## config.mk

```make
export PLATFORM = sky130hd
export DESIGN_NAME = aes_ciphertext_sink
export DESIGN_NICKNAME = d
export VERILOG_FILES = /design/src/rtl/aes_ciphertext_sink.sv
export SDC_FILE = /design/constraint.sdc
export NUM_CORES = 1
export LEC_CHECK = 0
export CORE_MARGIN = 3
export CORE_UTILIZATION = 50
export CTS_CLUSTER_DIAMETER = 60
export DETAILED_ROUTE_END_ITERATION = 10
export DONT_BUFFER_PORTS = 1
export PLACE_DENSITY = 0.68
export SLEW_MARGIN = 20
export SYNTH_ARGS = -nofsm -noshare
export SYNTH_HDL_FRONTEND = slang
export SYNTH_SLANG_ARGS = --single-unit
export TNS_END_PERCENT = 5
```

## constraint.sdc

```tcl
create_clock -name clk -period 3.1 [get_ports clk]
set_input_delay 0.31 -clock clk [delete_from_list [all_inputs] [get_ports clk]]
set_output_delay 0.31 -clock clk [all_outputs]
set_load 0.02 [all_outputs]
```

## src/rtl/aes_ciphertext_sink.sv

```systemverilog
// aes_ciphertext_sink: buffers one 128-bit AES ciphertext block and writes it to TCDM as four 32-bit words.
// Define AES_SINK_BSWAP_EN to store each block byte-reversed (big-endian AES byte order in memory).
module aes_ciphertext_sink #(
    parameter int BLK_W = 128,
    parameter int CNT_W = 16
) (
    input  logic             clk,
    input  logic             reset_n,
    input  logic             clear,
    input  logic             req_start_i,
    input  logic [31:0]      base_addr_i,
    input  logic [CNT_W-1:0] trans_size_i,
    output logic             ready_start_o,
    output logic             done_o,
    output logic             busy_o,
    input  logic             stream_valid_i,
    input  logic [BLK_W-1:0] stream_data_i,
    output logic             stream_ready_o,
    output logic             tcdm_req_o,
    input  logic             tcdm_gnt_i,
    output logic [31:0]      tcdm_add_o,
    output logic             tcdm_wen_o,
    output logic [3:0]       tcdm_be_o,
    output logic [31:0]      tcdm_data_o
);
    typedef enum logic [1:0] {IDLE, ACCEPT, WRITE, DONE} state_t;
    state_t state, state_nxt;
    logic [31:0] base;
    logic [CNT_W-1:0] size, blk_cnt;
    logic [1:0] word_idx;
    logic [BLK_W-1:0] blk_buf, blk_in;
    logic last_word, last_blk;

`ifdef AES_SINK_BSWAP_EN
    always_comb begin
        blk_in = '0;
        for (int i = 0; i < BLK_W/8; i++) blk_in[8*i +: 8] = stream_data_i[BLK_W-8-8*i +: 8];
    end
`else
    assign blk_in = stream_data_i;
`endif

    assign last_word = word_idx == 2'd3;
    assign last_blk  = blk_cnt == size - 1'b1;

    always_ff @(posedge clk or negedge reset_n) begin
        if (!reset_n) state <= IDLE;
        else state <= state_nxt;
    end

    always_comb begin
        state_nxt = state;
        if (clear) state_nxt = IDLE;
        else begin
            case (state)
                IDLE:    if (req_start_i) state_nxt = (trans_size_i == '0) ? DONE : ACCEPT;
                ACCEPT:  if (stream_valid_i) state_nxt = WRITE;
                WRITE:   if (tcdm_gnt_i && last_word) state_nxt = last_blk ? DONE : ACCEPT;
                default: state_nxt = IDLE;
            endcase
        end
    end

    always_ff @(posedge clk or negedge reset_n) begin
        if (!reset_n) begin
            base     <= '0;
            size     <= '0;
            blk_cnt  <= '0;
            word_idx <= '0;
            blk_buf  <= '0;
        end else if (clear) begin
            blk_cnt  <= '0;
            word_idx <= '0;
            blk_buf  <= '0;
        end else if (state == IDLE && req_start_i) begin
            base     <= base_addr_i;
            size     <= trans_size_i;
            blk_cnt  <= '0;
            word_idx <= '0;
        end else if (state == ACCEPT && stream_valid_i) begin
            blk_buf  <= blk_in;
            word_idx <= '0;
        end else if (state == WRITE && tcdm_gnt_i) begin
            word_idx <= word_idx + 2'd1;
            if (last_word && !last_blk) blk_cnt <= blk_cnt + 1'b1;
        end
    end

    // Address and data are forced to zero outside WRITE so idle outputs match the reset values.
    assign ready_start_o  = state == IDLE;
    assign stream_ready_o = state == ACCEPT;
    assign tcdm_req_o     = state == WRITE;
    assign busy_o         = stream_ready_o || tcdm_req_o;
    assign done_o         = state == DONE;
    assign tcdm_wen_o     = 1'b0;
    assign tcdm_be_o      = 4'hF;
    assign tcdm_add_o     = tcdm_req_o ? base + 32'({blk_cnt, 4'b0}) + {28'd0, word_idx, 2'b0} : '0;
    assign tcdm_data_o    = tcdm_req_o ? blk_buf[32*word_idx +: 32] : '0;
endmodule

```

==> key figures <==
Status
  – Outcome: finished, violations left
  – Failing checks: negative hold slack, negative setup slack

Route
  – Total Wirelength: 27.7 mm
  – Via Count: 7669
  – Mean routed wirelength per cell: 22.4 µm
  – Pre-antenna DRT Iters: 5
  – Antenna viol nets, final: 0
  – DRC Markers: 0
  – DRT iter0 DRCs: 466
  – Vias/cell: 6.21

GRT
  – GRT Total Usage: 24.7%
  – Via count of the first global-routing pass: 8104
  – Initial antenna violation count: 0
  – Largest net degree at the start of global routing: 197
  – First-pass GRT wire length: 43.6 mm
  – GRT Residual Overflow: 0

Timing
  – Final hold slack: -0.433 ns
  – # setup viols final: 6
  – Hold Violations, Final: 196
  – Period utilization: 109%
  – Relative slew slack: 52.4%
  – Final setup skew: 0.00796 ns
  – Fmax: 295 MHz
  – Tightest Pin Transition: 0.714 ns
  – Min setup slack post-route: -0.294 ns
  – Unrepaired setup endpoints after global routing: true
  – Fin crit period: 3.39 ns
  – Final slew viol count: 0

Synthesis
  – YS warnings: 0
  – Post-synth ARST share: 100%
  – Compound-Gate Fraction of Synth Area: 16.5%
  – Post-Syn Area: 10200 µm²
  – Mapped Avg Cell Area: 12.0 µm²
  – Seq/Total Area, Yosys: 47.9%
  – EDFF count, synth: 0
  – Top_reg_cell synth: dfrtp_1
  – Largest family of logic cells by synthesized area: compound AO/OA/AOI/OAI gates
  – Netlist cell types: 64
  – Synth Area in XOR/XNOR: 3.51%
  – Multiplexer share of the synthesized area: 13.6%
  – Simple logic cell fraction of the synthesized area: 12.2%
  – Synth Area in Adders: 3.25%
  – Cell count after synthesis: 854
  – Synth Register Bits: 196

Layout
  – Final core utilization: 63.1%
  – Reg area: 4910 µm²
  – Fillers: 1486
  – Layout area overhead: 21.8%
  – Antenna cells: 0
  – Final instance area: 12500 µm²
  – Multi-input gate area: 5220 µm²
  – Finished Layout Cells: 1235
  – Share of cells above drive strength 1: 20.2%
  – Nets: 1165

Floorplanning
  – Rows: 51
  – Die Wd: 149 µm
  – I/O pin cnt: 256
  – CORE AREA: 19800 µm²
  – Die Ht: 149 µm
  – Initial core utilization: 51.8%
  – Total die area: 22200 µm²

Setup path
  – CP startpoint kind: flip-flop
  – Arr. time, crit path: 3.08 ns
  – Kind of critical path: flip-flop to output port
  – CP Data Required Time: 2.79 ns
  – Crit. End Element: output port
  – Crit path max fanout: 8

Power and ir drop
  – LEAKAGE: 5.47 nW
  – VDD IR max: 0.418 mV
  – Pwr dens: 675 nW/µm²

CTS
  – Clk Latency, worst-skew pair: 0.44 ns
  – H-tree Lvls: 4
  – Clock slew at reported path FFs: 0.08 ns
  – Clk root buf: clkbuf_16
  – CTS Sinks: 196
  – CTS tree: yes
  – Num CTS Buffers: 17
  – Max clock buf depth: 2

Placed design
  – Port Buffers: 0
  – Gpl congestion: 0.918
  – Placed inst area: 10600 µm²
  – Placed Cells: 1097
  – Post-place setup slack: -0.0387 ns
  – Detailed placement HPWL: 18.2 mm

Job
  – Max cap viols: 0

Min path
  – Hold Crit Class: primary input to asynchronous set/reset pin
==> power by group <==
| group | leakage (nW) | switching (mW) | internal, mW |
|---|---|---|---|
| clock | 0.295 | 1.16 | 1.10 |
| sequential | 2.61 | 0.543 | 3.12 |
| combinational | 2.57 | 1.25 | 1.25 |
==> cell type report <==
class	count	share of cell area (%)
timing repair buffer	143	10.9
clock buffer	18	3.44
multi-input combinational	586	41.8
clock inverter	14	1.46
sequential	196	39.3
tap	265	2.66
inverter	13	0.391
==> critical path, stage by stage, from the launching register on <==
cell	delay [ns]
dfrtp_2	0.44
ha_4	0.17
fa_2	0.35
a211oi_2	0.24
o21ai_2	0.12
a21oi_2	0.21
o31ai_4	0.11
o41ai_2	0.23
buf_4	0.21
and3b_1	0.20
xor2_1	0.17
and2_4	0.20
==> worst paths after layout <==
path / start / end / slack (ns) / cells past startpoint
max: word_idx[0] / tcdm_add_o[24] / -0.29 / 11
min reg2reg: blk_buf[70] / blk_buf[70] / 0.50 / 1
min: reset_n / base[18] / -0.43 / 0
max in group asynchronous: reset_n / size[15] / 3.23 / 0
min in group clk: stream_data_i[18] / blk_buf[18] / 0.01 / 1
max reg2reg: size[0] / blk_cnt[8] / 0.24 / 12
==> kinds of logic after synthesis <==
logic type               after synthesis
XOR/XNOR                              41
AO/OA/AOI/OAI                        214
flip-flops                           196
multiplexers                          93
adder cells (fa/ha/maj)               26
other                                  2
buffers and inverters                 75
AND/OR/NAND/NOR                      207
==> metal layers <==
layer / vias up / wire (µm) / global-route usage [%]
met2: 318 / 14300 / 43.0
met1: 3881 / 10700 / 30.0
met4: 0 / 606 / 7.37
met3: 46 / 2030 / 7.29
met5: - / 0 / 0
li1: 3424 / - / -
==> state kept, by name, indices dropped and copies added (netlist names) <==
| register | flops |
|---|---|
| state | 2 |
| base | 32 |
| blk_cnt | 16 |
| blk_buf | 128 |
| word_idx | 2 |
| size | 16 |
==> metrics by stage <==
stage	setup TNS, ns	total power [mW]
6_report	-0.900	8.42
5_1_grt	-2.60	8.89
4_1_cts	-1.33	8.34
3_5_place_dp	-0.0387	5.95
3_3_place_gp	0	5.83
2_1_floorplan	-0.0242	5.39
==> cells in the final DEF (no fill, tap or decap), drive strengths merged, types with 19 or more instances in the layout <==
master,synthesis,final
dfrtp,196,196
a22o,128,128
dlygate4sd3,0,104
and2,57,57
mux2,48,48
buf,15,39
nand2,34,34
mux4,32,32
o21ai,26,26
ha,25,25
xnor2,24,24
a21oi,22,22
nor2,21,21
inv,13,19
==> Yosys cell counts (10+ instances only) <==
library cell | count | area [µm²]
dfrtp_1 | 196 | 4900
a22o_1 | 128 | 1120
and2_1 | 57 | 357
mux2_2 | 48 | 541
clkbuf_1 | 47 | 176
nand2_1 | 34 | 128
mux4_2 | 32 | 721
ha_1 | 25 | 313
xnor2_1 | 24 | 210
a21oi_1 | 22 | 110
nor2_1 | 21 | 78.8
o21ai_0 | 21 | 105
xor2_1 | 17 | 149
inv_1 | 13 | 48.8
mux2i_1 | 13 | 130
nand4_1 | 11 | 68.8
nand2b_1 | 10 | 62.6
nand3_1 | 10 | 50.1
==> repair_timing <==
item                                   CTS  global route
resized for setup                       22            19
hold buffers                            91            13
cloned                                   0             0
pin swaps                                3             2
setup endpoints to repair               16            15
buffers inserted                         2             0
endpoints found under the hold margin  287           209
(Power assumes the default switching activity.)
